==> config.mk <==
export PLATFORM = sky130hd
export DESIGN_NAME = sha256_msg_padder
export DESIGN_NICKNAME = d
export VERILOG_FILES = /design/src/rtl/sha256_pkg.sv /design/src/rtl/sha256_word_packer.sv /design/src/rtl/sha256_msg_padder.sv
export SDC_FILE = /design/constraint.sdc
export NUM_CORES = 1
export LEC_CHECK = 0
export ABC_AREA = 1
export CORE_MARGIN = 10
export CORE_UTILIZATION = 35
export CTS_CLUSTER_SIZE = 8
export DETAILED_ROUTE_END_ITERATION = 10
export PLACE_DENSITY = 0.54
export SYNTH_ARGS = -nofsm -noshare
export SYNTH_HDL_FRONTEND = slang
export SYNTH_SLANG_ARGS = --single-unit
==> constraint.sdc <==
create_clock -name clk -period 2.3 [get_ports clk]
set_input_delay 0.46 -clock clk [delete_from_list [all_inputs] [get_ports clk]]
set_output_delay 0.46 -clock clk [all_outputs]
set_load 0.005 [all_outputs]
==> src/rtl/sha256_pkg.sv <==
// Shared constants, byte-FSM state type and the length-field byte selector
// for the SHA-256 message padder.
package sha256_pkg;

  localparam int BLOCK_BYTES = 64;
  localparam int LEN_POS     = 56;
  localparam logic [7:0] PAD_BYTE = 8'h80;

  typedef enum logic [2:0] {
    IDLE = 3'd0,
    DATA = 3'd1,
    PAD  = 3'd2,
    ZERO = 3'd3,
    LEN  = 3'd4
  } byte_state_e;

  // sel=0 picks the most significant byte of the 64-bit bit length
  function automatic logic [7:0] len_byte(input logic [63:0] bit_len, input logic [2:0] sel);
    return bit_len[{3'(3'd7 - sel), 3'b000} +: 8];
  endfunction

endpackage

==> src/rtl/sha256_word_packer.sv <==
// Packs a byte stream into registered 32-bit big-endian words with a
// per-block word index and block/message end flags.
module sha256_word_packer
  import sha256_pkg::*;
(
  input  logic        clk,
  input  logic        reset,
  input  logic        i_valid,
  output logic        o_ready,
  input  logic [7:0]  i_data,
  input  logic        i_last,
  output logic        o_valid,
  input  logic        i_ready,
  output logic [31:0] o_word,
  output logic [3:0]  o_idx,
  output logic        o_blk_last,
  output logic        o_msg_last
);

  logic [23:0] r_acc;
  logic [1:0]  r_acc_cnt;
  logic [31:0] r_word;
  logic        r_valid;
  logic [3:0]  r_idx;
  logic [3:0]  r_next_idx;
  logic        r_blk_last;
  logic        r_msg_last;

  logic w_slot_free;
  logic w_fire;
  logic w_load;

  // The 4th byte may only land when the output register is empty or draining this cycle
  assign w_slot_free = !r_valid || i_ready;
  assign o_ready     = (r_acc_cnt != 2'd3) || w_slot_free;
  assign w_fire      = i_valid && o_ready;
  assign w_load      = w_fire && (r_acc_cnt == 2'd3);

  // Accumulator and output word register
  always_ff @(posedge clk) begin
    if (!reset) begin
      r_acc      <= 24'd0;
      r_acc_cnt  <= 2'd0;
      r_word     <= 32'd0;
      r_valid    <= 1'b0;
      r_idx      <= 4'd0;
      r_next_idx <= 4'd0;
      r_blk_last <= 1'b0;
      r_msg_last <= 1'b0;
    end else begin
      if (w_fire) begin
        if (r_acc_cnt == 2'd3) begin
          r_acc_cnt <= 2'd0;
        end else begin
          r_acc     <= {r_acc[15:0], i_data};
          r_acc_cnt <= r_acc_cnt + 2'd1;
        end
      end
      if (w_load) begin
        r_word     <= {r_acc, i_data};
        r_valid    <= 1'b1;
        r_idx      <= r_next_idx;
        r_blk_last <= (r_next_idx == 4'd15);
        r_msg_last <= i_last;
        r_next_idx <= r_next_idx + 4'd1;
      end else if (i_ready) begin
        r_valid <= 1'b0;
      end
    end
  end

  assign o_valid    = r_valid;
  assign o_word     = r_word;
  assign o_idx      = r_idx;
  assign o_blk_last = r_blk_last;
  assign o_msg_last = r_msg_last;

endmodule

==> src/rtl/sha256_msg_padder.sv <==
// SHA-256 message padder: passes message bytes, then appends 0x80, zero fill
// and the 64-bit bit length, handing bytes to the word packer.
module sha256_msg_padder
  import sha256_pkg::*;
#(
  parameter int CNT_W = 61
) (
  input  logic        clk,
  input  logic        reset,
  input  logic        in_valid,
  output logic        in_ready,
  input  logic [7:0]  in_data,
  input  logic        in_last,
  input  logic        in_empty,
  output logic        out_valid,
  input  logic        out_ready,
  output logic [31:0] out_word,
  output logic [3:0]  out_idx,
  output logic        out_blk_last,
  output logic        out_msg_last
);

  byte_state_e      r_state;
  byte_state_e      w_state_nxt;
  logic [5:0]       r_bp;
  logic [CNT_W-1:0] r_cnt;
  logic             r_en;

  logic        w_byte_valid;
  logic [7:0]  w_byte_data;
  logic        w_byte_last;
  logic        w_pk_ready;
  logic        w_accept;
  logic        w_fire;
  logic [5:0]  w_bp_inc;
  logic [63:0] w_bit_len;

  // r_en keeps in_ready low for the first cycle out of reset
  assign in_ready  = r_en && ((r_state == IDLE) || (r_state == DATA)) && w_pk_ready;
  assign w_accept  = in_valid && in_ready;
  assign w_fire    = w_byte_valid && w_pk_ready;
  assign w_bp_inc  = r_bp + 6'd1;
  assign w_bit_len = 64'({r_cnt, 3'b000});

  // State register
  always_ff @(posedge clk) begin
    if (!reset) begin
      r_state <= IDLE;
    end else begin
      r_state <= w_state_nxt;
    end
  end

  // Next-state logic; bp wraps so a late PAD simply zero-fills through the next block
  always_comb begin
    w_state_nxt = r_state;
    case (r_state)
      IDLE, DATA: begin
        if (w_accept) begin
          w_state_nxt = in_last ? PAD : DATA;
        end else begin
          w_state_nxt = r_state;
        end
      end
      PAD, ZERO: begin
        if (w_fire) begin
          w_state_nxt = (w_bp_inc == 6'(LEN_POS)) ? LEN : ZERO;
        end else begin
          w_state_nxt = r_state;
        end
      end
      LEN: begin
        if (w_fire && (r_bp == 6'd63)) begin
          w_state_nxt = IDLE;
        end else begin
          w_state_nxt = r_state;
        end
      end
      default: w_state_nxt = IDLE;
    endcase
  end

  // Byte source towards the packer
  always_comb begin
    w_byte_valid = 1'b0;
    w_byte_data  = 8'd0;
    w_byte_last  = 1'b0;
    case (r_state)
      IDLE, DATA: begin
        w_byte_valid = r_en && in_valid && !(in_last && in_empty);
        w_byte_data  = in_data;
      end
      PAD: begin
        w_byte_valid = 1'b1;
        w_byte_data  = PAD_BYTE;
      end
      ZERO: begin
        w_byte_valid = 1'b1;
        w_byte_data  = 8'd0;
      end
      LEN: begin
        w_byte_valid = 1'b1;
        w_byte_data  = len_byte(w_bit_len, r_bp[2:0]);
        w_byte_last  = (r_bp == 6'd63);
      end
      default: begin
        w_byte_valid = 1'b0;
      end
    endcase
  end

  // Byte counter, byte pointer and ready enable
  always_ff @(posedge clk) begin
    if (!reset) begin
      r_bp  <= 6'd0;
      r_cnt <= '0;
      r_en  <= 1'b0;
    end else begin
      r_en <= 1'b1;
      if (w_fire) begin
        r_bp <= w_bp_inc;
      end
      if ((r_state == IDLE) && w_accept) begin
        r_cnt <= w_fire ? CNT_W'(1) : '0;
      end else if ((r_state == DATA) && w_fire) begin
        r_cnt <= r_cnt + CNT_W'(1);
      end
    end
  end

  sha256_word_packer u_packer (
    .clk        (clk),
    .reset      (reset),
    .i_valid    (w_byte_valid),
    .o_ready    (w_pk_ready),
    .i_data     (w_byte_data),
    .i_last     (w_byte_last),
    .o_valid    (out_valid),
    .i_ready    (out_ready),
    .o_word     (out_word),
    .o_idx      (out_idx),
    .o_blk_last (out_blk_last),
    .o_msg_last (out_msg_last)
  );

endmodule

==> results of run 1 <==
==> what timing repair did <==
item                                    in CTS  in global routing
endpoints found under the setup margin       0                  1
setup buffers                                0                  1
gates resized for setup                      0                  1
==> per-layer routing <==
metal  share of wire, %  vias to the layer above  track usage [%]
met3                5.1                       21             3.38
met2                 44                      195             25.6
li1                   -                     3910                -
met1                 50                     3420             23.2
met5                  0                        -                0
met4                1.5                        0             4.47
==> cell families (layout without fill, tap and decap cells) <==
kind of cell             after synthesis  count (layout)  synth area share, %
AO/OA/AOI/OAI                        177             177                 13.1
XOR/XNOR                               1               1                0.118
adder cells (fa/ha/maj)                5               5                0.840
buffers and inverters                162             249                 9.25
flip-flops                           140             140                 37.6
AND/OR/NAND/NOR                      674             674                 39.0
==> cell type report <==
cell class                 count  area share (%)
tap                          275            3.80
timing repair buffer          97            10.3
clock buffer                  17            4.70
clock inverter                15            1.41
multi-input combinational    857            43.9
inverter                     120            4.98
sequential                   140            31.0
==> cell usage in the layout, fill, tap and decap left out, types with 2 or more instances in the layout <==
cell type / n
sky130_fd_sc_hd__inv_8: 2
sky130_fd_sc_hd__nand3b_1: 6
sky130_fd_sc_hd__o21ai_1: 5
sky130_fd_sc_hd__inv_6: 7
sky130_fd_sc_hd__nand3_1: 65
sky130_fd_sc_hd__ha_1: 5
sky130_fd_sc_hd__and2_1: 3
sky130_fd_sc_hd__buf_12: 6
sky130_fd_sc_hd__inv_1: 111
sky130_fd_sc_hd__clkinvlp_4: 4
sky130_fd_sc_hd__clkdlybuf4s50_1: 52
sky130_fd_sc_hd__nand2_1: 275
sky130_fd_sc_hd__nand2_4: 3
sky130_fd_sc_hd__buf_4: 38
sky130_fd_sc_hd__nor2_8: 2
sky130_fd_sc_hd__nor3_1: 22
sky130_fd_sc_hd__o211ai_1: 6
sky130_fd_sc_hd__a21o_1: 2
sky130_fd_sc_hd__o21a_1: 18
sky130_fd_sc_hd__clkbuf_16: 17
sky130_fd_sc_hd__a31oi_1: 4
sky130_fd_sc_hd__nor2_1: 241
sky130_fd_sc_hd__nand4_1: 38
sky130_fd_sc_hd__nand3_4: 2
sky130_fd_sc_hd__o2111ai_1: 3
sky130_fd_sc_hd__inv_2: 9
sky130_fd_sc_hd__o21ai_0: 79
sky130_fd_sc_hd__a21oi_1: 57
sky130_fd_sc_hd__nor2_4: 3
sky130_fd_sc_hd__nor2_2: 7
sky130_fd_sc_hd__nand3_2: 3
sky130_fd_sc_hd__dfxtp_1: 140
==> state kept, by name, summed over array words and instances (netlist names) <==
signal and cells:
r_bp 6, r_cnt 61, r_en 1, r_state 3
u_packer.o_blk_last 1, u_packer.o_idx 4, u_packer.o_msg_last 1, u_packer.o_valid 1
u_packer.o_word 32, u_packer.r_acc 24, u_packer.r_acc_cnt 2, u_packer.r_next_idx 4
==> final timing paths <==
| path | startpoint | end | slack [ns] |
|---|---|---|---|
| worst max-delay path | out_ready | in_ready | 0.07 |
| worst min-delay path | reset | r_en | 0.40 |
| worst max register to register | r_cnt[0] | r_cnt[42] | 0.25 |
| worst min register to register | u_packer.o_idx[2] | u_packer.o_idx[2] | 0.46 |
==> stage by stage <==
stage                     cells  util, %  TNS (ns)  total power (uW)
final                      1521     43.2         0              5660
after floorplan            1159        -         0              2910
after global routing       1521     43.2         0              5910
after detailed placement   1488     40.5   -0.0358              3100
after CTS                  1520     43.1         0              5730
after global placement     1488     40.5         0              3100
==> worst register-to-register path: cells and delay by family (launching register included) <==
kind / cells / cell delay, ns
flops: 1 / 0.42
fa+ha+maj: 1 / 0.21
compound gates: 2 / 0.18
buf+inv: 1 / 0.05
simple gates: 5 / 1.07
==> power breakdown <==
group	internal (uW)	total, uW	switching (uW)
combinational	191	515	324
sequential	2480	2530	48.4
clock	1420	2610	1200
==> reports/results.txt, run 1 <==
After clock tree synthesis, the flow added hold-fix buffers numbering 0. For this run, the leading register cell type out of synthesis is sky130_fd_sc_hd__dfxtp_1. The biggest area contributor in the post-synthesis netlist is sky130_fd_sc_hd__dfxtp_1. The logs give 0 for the number of inserted diodes and 1252 for the number of nets in the layout.

Along the worst path, the maximum fanout reaches 3. Cell type group with the largest total delay on the critical path: buffers and inverters. Cell type of the slowest stage on the worst timing path: sky130_fd_sc_hd__clkdlybuf4s50_1. Counting the buffers created by CTS gives 17. The tools report the core footprint as 21000 um^2. The ratio of cells with drive above 1 in the final layout was 8.75%. The weighted congestion at the end of routability-driven global placement was 0.894; the instance count of the mapped netlist was 1159.

Maximum clock skew at final layout: 0.0122 ns. The tool flagged a number of max-cap violations equal to 0. The logs give 1178 for the total nets after synthesis and 0 for the total setup violations reported at the end of the flow.

Summing every instance area after synthesis gives 7450 um^2. In the synthesized netlist, the cells that appear most often are sky130_fd_sc_hd__nand2_1 (275), sky130_fd_sc_hd__nor2_1 (241), sky130_fd_sc_hd__dfxtp_1 (140), sky130_fd_sc_hd__inv_1 (111), sky130_fd_sc_hd__o21ai_0 (79). Global routing finished with a remaining overflow of 0. From synthesis to final layout, the design area changed by 21.5%. The detail route stage leaves a number of antenna-violating nets equal to 0. In this run, synthesis produced a sequential element count of 140.

After detailed routing, the total wire length is 23.3 mm. The number of buffers and inverters on the critical path was 3. The count of final max-slew check failures was 0; the number of warnings printed during yosys synthesis was 0.

The later pin in the worst-skew pair is clocked with a latency of 0.43 ns. After floorplanning, the core was divided into 53 placement rows. The share of the clock period used by the worst path was 97.0%. After clock tree synthesis, the clock-pin slew on the worst setup and hold paths is 0.06 ns. The first global-routing pass estimated 38.1 mm of wire. After filler insertion, the fill cell instance count of the layout stands at 2224.

The min-delay analysis places its worst path in the category in -> reg. TritonCTS built the clock tree. In this run, the number of DRC markers left after iteration 0 of detailed routing was 524. The transition time at the pin with the least slew margin works out to 0.508 ns. Port buffering added 53 buffers.

Worst slew margin relative to its limit: 66.1%. The worst setup path is launched from an input port. The smallest clock period supported by the final layout is computed as 2.23 ns.

In the final layout, flip-flops and latches occupy 2800 um^2. In this run the power density over the cells is 625 nW/um^2. The element type at the critical path end is an output pin. The most numerous cell type found on the critical path is sky130_fd_sc_hd__clkdlybuf4s50_1.

The delay contributed by the slowest stage of the critical path came out at 0.52 ns. Based on the critical path, the design can be clocked at up to 0.448 GHz. The tools report the number of different library cells in the post-synthesis netlist as 41. Measured in cells, the most critical reg-to-reg path has a length of 9. Before CTS, the worst setup slack after placement is -0.0282 ns. The multi-input combinational cells in the finished layout cover a total of 3970 um^2.

The logs give 6 for the number of optimization iterations in the first detailed-route pass and 7546 for the via count. After detailed routing, the number of vias per cell comes to 4.96. The data required time of the critical path was 1.84 ns.

Cell with the most instances after synthesis: sky130_fd_sc_hd__nand2_1. The clock tree synthesis step divided the H-tree into 4 levels. The setup path with the least slack is of type in -> out. After detailed routing, the number of remaining DRC violations is 0. The maximum root-to-sink buffer count was 2; the final number of hold-violating endpoints was 0. At the worst endpoint, the arrival time is 1.77 ns. In the synthesized netlist the async set-or-reset flop fraction comes to 0%.

Setup repair after global routing left no endpoint under its margin. The horizontal die dimension is 166 um. After synthesis, the largest area contributor takes up 37.6% of total cell area. The number of global-route vias before repair was 7111; the number of ports placed on the die boundary was 54.

Dividing the detail-routed wire length by the instance count gives 15.3 um. The worst hold path cell count works out to 1. For this configuration, the core starts out at a cell density of 35.6%. The floorplan step defined a die boundary enclosing 27500 um^2.

Sorting the synthesized cells by area gives the leading types as sky130_fd_sc_hd__dfxtp_1 (38%), sky130_fd_sc_hd__nand2_1 (14%), sky130_fd_sc_hd__nor2_1 (12%), sky130_fd_sc_hd__inv_1 (5.6%), sky130_fd_sc_hd__o21ai_0 (5.3%). Summed over all cells, the static leakage comes to 0.00363 uW. The number of flops mapped to enable cells by yosys was 0. The cell count along the critical path was 6; the maximum number of pins on one net before global-route repair was 42. Setup slack closes at 0.0696 ns. For the number of antenna violations at the first check in global routing, the log shows 0. For the post-synthesis sequential area ratio, the log shows 37.6%. Counting every sink on the clock net gives 140. The vertical extent of the die was 166 um.

The root buffer cell chosen for the clock tree is sky130_fd_sc_hd__clkbuf_16. Global routing used 16.7% of the available tracks. The signal on the critical path passes through clkdlybuf4s50_1 > inv_1 > nand2_1 > nor2_4 > nor2_8 > clkdlybuf4s50_1.

The HPWL reported at the end of detailed placement is 17.7 mm, and the cell area after placement is 8480 um^2. The worst hold margin was 0.402 ns; the final standard cell area without fillers was 9050 um^2. IR analysis of the VDD net gives a maximum drop of 490 uV. Average cell area after synthesis: 6.43 um^2.

The flow ran to the end, and the final reports show no timing, DRC or antenna violations.
Note: power is estimated with default switching activity, not from simulation.
==> run 2, diff against run 1 <==
--- a/config.mk
+++ b/config.mk
@@ -6,7 +6,7 @@
 export NUM_CORES = 1
 export LEC_CHECK = 0
 export ABC_AREA = 1
-export CORE_MARGIN = 10
+export CORE_MARGIN = 4
 export CORE_UTILIZATION = 35
 export CTS_CLUSTER_SIZE = 8
 export DETAILED_ROUTE_END_ITERATION = 10
==> reports/results.txt, run 2 (synthesis results as in run 1) <==
The flow ran to the end, and the final reports show no timing, DRC or antenna violations. The flip-flop count of the largest register, all copies and words added is 61 (unchanged), and the path depth of the worst reg2reg path is 9 (unchanged). The weighted congestion at the end of routability-driven global placement is 0.908 (was 0.894), and the number of antenna violations at the first check in global routing is 0 (unchanged). Cell count along the critical path: 9 (was 6). The tools report the worst hold margin as 0.353 ns (was 0.402 ns).

The class of the most critical hold timing path is in -> reg (unchanged). The leading cell type in the layout, fill and taps excluded was sky130_fd_sc_hd__nand2_1 (unchanged). The maximum clock skew at final layout is 0.0124 ns (was 0.0122 ns), and the die footprint is 23700 um^2 (was 27500 um^2). The HPWL reported at the end of detailed placement is 17.2 mm (was 17.7 mm).

The worst path arrival time is 2.36 ns (was 1.77 ns), and the number of inserted diodes is 0 (unchanged). The routed length per placed instance was 15.0 um (was 15.3 um). The number of ports placed on the die boundary was 54 (unchanged); the overall global routing resource usage was 19.3% (was 16.7%). The logs give 0.488 GHz (was 0.448 GHz) for the fmax and 7493 (was 7546) for the via count. The sequential cell fraction of total power was 43.5% (was 44.7%). The final critical path time including I/O delays and setup is 2.05 ns (was 2.23 ns). Critical path's most frequent cell: sky130_fd_sc_hd__nor2_1 (was sky130_fd_sc_hd__clkdlybuf4s50_1).

The ratio of cells with drive above 1 in the final layout is 8.53% (was 8.75%). The sort of element at the start of the critical path is a flop (was an input port). The setup TNS was 0 ns (unchanged). The register with the most flip-flops was r_cnt (unchanged).

The run gives 467 uV (was 490 uV) as the worst ir drop on vdd. The cell type of the slowest stage on the worst timing path is sky130_fd_sc_hd__dfxtp_1 (was sky130_fd_sc_hd__clkdlybuf4s50_1). The transition time at the pin with the least slew margin works out to 0.623 ns (was 0.508 ns).

TritonCTS built the clock tree. Category of the critical setup timing path: reg -> reg (was in -> out). The post-CTS setup buffer count came out at 0 (unchanged). The run gives 0 (unchanged) as the final number of hold-violating endpoints. The run gives 5 (was 6) as the number of optimization iterations in the first detailed-route pass. The TritonCTS sink count was 140 (unchanged); the post-cts hold buffer count was 0 (unchanged). The tools report the proportion of power drawn by the clock network as 47.8% (was 46.2%). The capture point of the worst reg-to-reg path is r_cnt[42] (unchanged).

Effective utilization at floorplan: 35.6% (unchanged). The maximum fanout along the worst path was 5 (was 3); the sum of routed wire length over all layers was 22.8 mm (was 23.3 mm). The CTS clock-pin slew for the worst setup and hold paths was 0.07 ns (was 0.06 ns).

The timing endpoint of the critical path was r_cnt[42] (was in_ready). The horizontal die dimension came out at 154 um (was 166 um). Series of cell instances along the critical path: ha_1 > inv_1 > nor2_1 > nand2_1 > nor2_1 > nand3_1 > nor2_1 > a21oi_1 > o21a_1 (was clkdlybuf4s50_1 > inv_1 > nand2_1 > nor2_4 > nor2_8 > clkdlybuf4s50_1). The count of port buffers added during placement was 53 (unchanged); the vertical extent of the die was 154 um (was 166 um). The logs give 0 (unchanged) for the count of unresolved DRC violations after routing and 0.25 ns (about the same) for the minimum setup slack among reg-to-reg paths.

The maximum root-to-sink buffer count is 2 (unchanged), and the switching part of the total is 27.3% (was 27.7%). Number of nets in the layout: 1249 (was 1252). For the worst-skew pair later-pin latency, the log shows 0.43 ns (about the same). Setup repair after global routing left no endpoint under its margin. The cell type group with the largest total delay on the critical path was simple AND/OR/NAND/NOR gates (was buffers and inverters). The tools report the element type at the critical path end as a flop (was an output pin). The maximum number of pins on one net before global-route repair was 45 (was 42).

The total setup violations reported at the end of the flow came out at 0 (unchanged). The internal power was 4230 uW (was 4090 uW); the ratio of routed vias to standard cells was 4.94 (was 4.96). The delay contributed by the slowest stage of the critical path works out to 0.42 ns (was 0.52 ns). Max-cap check violation count: 0 (unchanged). The net load switching power is 1590 uW (was 1570 uW), and the first-pass GRT wire length is 36.6 mm (was 38.1 mm). Leftover overflow at the end of global routing: 0 (unchanged). The share of the clock period used by the worst path came out at 89.1% (was 97.0%).

The first-iteration detailed-routing DRC count was 557 (was 524); the worst slew margin relative to its limit was 58.1% (was 66.1%). The number of clock buffers inserted by TritonCTS came out at 17 (unchanged). Number of buffers and inverters on the critical path: 1 (was 3). Leakage component of the power: 0.00364 uW (was 0.00363 uW). Highest-count cells in the layout ignoring fill and taps: sky130_fd_sc_hd__nand2_1 (275), sky130_fd_sc_hd__nor2_1 (241), sky130_fd_sc_hd__dfxtp_1 (140), sky130_fd_sc_hd__inv_1 (111), sky130_fd_sc_hd__o21ai_0 (79) (unchanged). The start of the worst register-to-register path was r_cnt[0] (unchanged).

The power density over the cells was 642 nW/um^2 (was 625 nW/um^2); the layout-stage area growth over the synthesis result was 21.6% (was 21.5%). The logs give 21000 um^2 (unchanged) for the core footprint and 4 (unchanged) for the maximum level of the CTS H-tree. The fraction of power consumed by combinational cells was 8.7% (was 9.1%); the count of standard-cell rows was 53 (unchanged).

The tools report the residual antenna-violating net count after detailed routing as 0 (unchanged). The data required time of the critical path was 2.62 ns (was 1.84 ns); the count of final max-slew check failures was 0 (unchanged). The tools report the buffer cell driving the clock tree root as sky130_fd_sc_hd__clkbuf_16 (unchanged). The number of global-route vias before repair was 6914 (was 7111). The launching instance or port of the critical path was r_cnt[0] (was out_ready).
[run 2: changes by cell type in the layout (fill, tap and decap cells not counted), sizes merged]
cell | before | now
buf | 45 | 42
bufinv | 0 | 1
clkbuf | 17 | 18
clkdlybuf4s50 | 52 | 51
clkinv | 2 | 1
clkinvlp | 4 | 3
dlymetal6s2s | 0 | 1
[run 2: how the worst min path moves through the flow]
stage | from | endpoint | slack [ns] | cells after the start
after floorplan | u_packer.r_acc_cnt[0] | u_packer.r_acc_cnt[0] | 0.45 | 2
after global placement | u_packer.o_idx[2] | u_packer.o_idx[2] | 0.45 | 2
after detailed placement | u_packer.o_blk_last | u_packer.o_blk_last | 0.46 | 2
after CTS | reset | r_en | 0.34 | 1
after global routing | reset | r_en | 0.35 | 1
final | reset | r_en | 0.35 | 1
[run 2: per-layer routing]
layer  global-route usage, %  vias to the layer above  part of all wire [%]  wire length [um]
li1                        -                     3896                     -                 -
met1                    26.9                     3384                    48             10800
met2                    30.4                      191                    45             10300
met3                    3.94                       22                   5.9              1350
met4                    5.34                        0                   1.2               283
met5                       0                        -                     0                 0
[run 2: layout make-up]
class | count | area [um^2]
clock buffers | 18 | 439
clock inverters | 14 | 148
fillers | 2284 | 11900
inverters | 120 | 450
multi-input cells | 857 | 3970
flip-flops and latches | 140 | 2800
well taps | 275 | 344
repair buffers | 94 | 911
[run 2: what timing repair did]
item | in CTS | in global routing
pin swaps | 0 | 0
endpoints found under the setup margin | 1 | 1
gates resized for setup | 1 | 1
[run 2: per-stage QoR]
stage	worst slack [ns]	util [%]	total power [uW]	area, um^2	std cells
finish	0.251	43.3	5820	9060	1518
global route	0.0684	43.3	6050	9060	1518
CTS	0.0447	43.2	5870	9060	1518
detailed placement	0.0255	40.4	3090	8470	1486
global placement	0.0292	40.4	3090	8470	1486
floorplan	0.558	-	2910	7450	1159
[run 2: power groups by stage]
stage               Sequential [uW]  Combinational (uW)  Clock, uW
floorplan                      2570                 337          0
finish                         2530                 505       2780
detailed placement             2590                 499          0
global placement               2590                 499          0
CTS                            2530                 504       2840
global route                   2540                 561       2950
==> run 3, diff against run 2 <==
--- a/config.mk
+++ b/config.mk
@@ -11,6 +11,8 @@
 export CTS_CLUSTER_SIZE = 8
 export DETAILED_ROUTE_END_ITERATION = 10
 export PLACE_DENSITY = 0.54
+export SETUP_SLACK_MARGIN = 0.1
 export SYNTH_ARGS = -nofsm -noshare
 export SYNTH_HDL_FRONTEND = slang
 export SYNTH_SLANG_ARGS = --single-unit
+export TNS_END_PERCENT = 20
==> reports/results.txt, run 3 (synthesis results as in run 1) <==
The post-cts hold buffer count was 0 (unchanged). The share of the clock period used by the worst path was 88.4% (was 89.1%); the area taken by flip-flops and latches was 2800 um^2 (unchanged). The maximum level of the CTS H-tree was 4 (unchanged); the ratio of routed vias to standard cells was 4.94 (about the same). The tools report the HPWL reported at the end of detailed placement as 17.2 mm (unchanged). The tools report the capture point of the worst reg-to-reg path as r_cnt[42] (unchanged).

The tools report the max-cap check violation count as 0 (unchanged). The leakage component of the power is 0.00363 uW (was 0.00364 uW), and the number of clock buffers inserted by TritonCTS is 17 (unchanged). The transition time at the pin with the least slew margin is 0.610 ns (was 0.623 ns), and the layout-stage area growth over the synthesis result is 21.6% (about the same). Effective utilization at floorplan: 35.6% (unchanged). The die footprint was 23700 um^2 (unchanged). The register with the most flip-flops was r_cnt (unchanged).

The worst path arrival time was 2.35 ns (was 2.36 ns). The number of nets in the layout was 1249 (unchanged). The core footprint is 21000 um^2 (unchanged), and the path depth of the worst reg2reg path is 9 (unchanged). The logs give 0 (unchanged) for the number of inserted diodes and 0 (unchanged) for the count of final max-slew check failures. The tools report the start of the worst register-to-register path as r_cnt[0] (unchanged). First-iteration detailed-routing DRC count: 527 (was 557). The run gives 466 uV (was 467 uV) as the worst ir drop on vdd. The leading cell type in the layout, fill and taps excluded was sky130_fd_sc_hd__nand2_1 (unchanged).

For the first-pass GRT wire length, the log shows 36.6 mm (unchanged). The count of standard-cell rows was 53 (unchanged); the number of optimization iterations in the first detailed-route pass was 5 (unchanged). The maximum number of pins on one net before global-route repair is 45 (unchanged), and the maximum root-to-sink buffer count is 2 (unchanged). The CTS clock-pin slew for the worst setup and hold paths works out to 0.07 ns (about the same). For the final number of hold-violating endpoints, the log shows 0 (unchanged). Power density over the cells: 642 nW/um^2 (about the same).

The worst-case hold path end point was r_en (unchanged). The via count was 7506 (was 7493); the total power was 5820 uW (about the same). The ratio of cells with drive above 1 in the final layout is 8.61% (was 8.53%), and the worst-skew pair later-pin latency is 0.43 ns (about the same). TritonCTS sink count: 140 (unchanged). The vertical extent of the die was 154 um (unchanged).

The count of unresolved DRC violations after routing is 0 (unchanged). Buffer cell driving the clock tree root: sky130_fd_sc_hd__clkbuf_16 (unchanged). The run finished with clean final reports.

The tools report the weighted congestion at the end of routability-driven global placement as 0.908 (unchanged). The overall global routing resource usage is 19.3% (unchanged), and the fill cell total of the finished layout is 2283 (was 2284). The multi-input combinational cell area was 3970 um^2 (about the same). The category of the critical setup timing path is reg -> reg (unchanged).

The utilization after layout was 43.2% (was 43.3%); the number of global-route vias before repair was 6914 (unchanged). The maximum clock skew at final layout is 0.0129 ns (was 0.0124 ns), and the final critical path time including I/O delays and setup is 2.03 ns (was 2.05 ns). The worst hold path cell count came out at 1 (unchanged). The logs give 0 ns (unchanged) for the setup TNS and 0 (unchanged) for the leftover overflow at the end of global routing. The number of ports placed on the die boundary is 54 (unchanged), and the horizontal die dimension is 154 um (unchanged). The worst slew margin relative to its limit is 58.9% (was 58.1%), and the sum of routed wire length over all layers is 22.7 mm (was 22.8 mm). The class of the most critical hold timing path was in -> reg (unchanged). The element type at the critical path end is a flop (unchanged). Highest-count cells in the layout ignoring fill and taps: sky130_fd_sc_hd__nand2_1 (275), sky130_fd_sc_hd__nor2_1 (240), sky130_fd_sc_hd__dfxtp_1 (140), sky130_fd_sc_hd__inv_1 (111), sky130_fd_sc_hd__o21ai_0 (79) (was sky130_fd_sc_hd__nand2_1 (275), sky130_fd_sc_hd__nor2_1 (241), sky130_fd_sc_hd__dfxtp_1 (140), sky130_fd_sc_hd__inv_1 (111), sky130_fd_sc_hd__o21ai_0 (79)).

The sort of element at the start of the critical path was a flop (unchanged). The residual antenna-violating net count after detailed routing was 0 (unchanged). The flip-flop count of the largest register, all copies and words added is 61 (unchanged). Source of the worst hold timing path: reset (unchanged).

The run gives 0.492 GHz (was 0.488 GHz) as the fmax. Data required time of the critical path: 2.62 ns (about the same). The run gives 0 (unchanged) as the number of antenna violations at the first check in global routing.

The total setup violations reported at the end of the flow was 0 (unchanged). Setup repair after global routing left no endpoint under its margin. The count of port buffers added during placement was 53 (unchanged). TritonCTS built the clock tree. For the minimum setup slack among reg-to-reg paths, the log shows 0.27 ns (was 0.25 ns). The maximum fanout along the worst path is 5 (unchanged), and the routed length per placed instance is 15.0 um (about the same).
==> run 3: how the worst max path moves through the flow <==
stage                          startpoint                 to  slack [ns]  cells after the start
floorplan                       out_ready  u_packer.r_acc[0]        0.56                     13
global placement                out_ready  u_packer.r_acc[7]        0.03                     12
detailed placement              out_ready  u_packer.r_acc[7]        0.03                     12
CTS                 u_packer.r_acc_cnt[1]           in_ready        0.25                      5
global route                     r_cnt[0]          r_cnt[44]        0.13                     11
finish                           r_cnt[0]          r_cnt[42]        0.27                      9
==> run 3: what timing repair did <==
action | in CTS | in global routing
setup endpoints to repair | 1 | 2
pin swaps | 0 | 0
buffers inserted | 0 | 0
resized for setup | 2 | 1
endpoints found under the hold margin | 0 | 0
==> run 3: critical path, cell delays in order (launching register included) <==
cell and delay, ns:
sky130_fd_sc_hd__dfxtp_1 0.42, sky130_fd_sc_hd__ha_1 0.19, sky130_fd_sc_hd__inv_1 0.04, sky130_fd_sc_hd__nor2_1 0.20, sky130_fd_sc_hd__nand2_1 0.13, sky130_fd_sc_hd__nor2_1 0.22
sky130_fd_sc_hd__nand3_1 0.29, sky130_fd_sc_hd__nor2_1 0.23, sky130_fd_sc_hd__a21oi_1 0.09, sky130_fd_sc_hd__o21a_1 0.10
==> run 3: area by class of cell <==
| class | instances | share of cell area (%) |
|---|---|---|
| multi-input combinational | 857 | 43.8 |
| sequential | 140 | 30.9 |
| timing repair buffer | 94 | 10.0 |
| inverter | 120 | 4.97 |
| clock buffer | 18 | 4.85 |
| tap | 275 | 3.80 |
| clock inverter | 14 | 1.63 |
==> run 3: report_power, final <==
| group | internal [uW] | total (uW) | leakage (uW) | switching [uW] |
|---|---|---|---|---|
| registers | 2480 | 2530 | 0.00113 | 51.4 |
| clock network | 1560 | 2780 | 0.000281 | 1220 |
| logic | 186 | 504 | 0.00222 | 318 |
==> run 3: layer usage <==
| metal | vias up | track usage, % | part of all wire (%) |
|---|---|---|---|
| li1 | 3893 | - | - |
| met1 | 3422 | 26.9 | 48 |
| met2 | 167 | 30.4 | 46 |
| met3 | 24 | 3.94 | 4.7 |
| met4 | 0 | 5.34 | 1.3 |
| met5 | - | 0 | 0 |
==> run 3: metrics by stage <==
stage	cell area, um^2	hold WS, ns	worst slack, ns	instances
finish	9060	0.352	0.266	1518
global route	9060	0.347	0.126	1518
CTS	9060	0.342	0.249	1518
detailed placement	8470	0.463	0.0255	1486
global placement	8470	0.446	0.0292	1486
floorplan	7450	0.448	0.558	1159
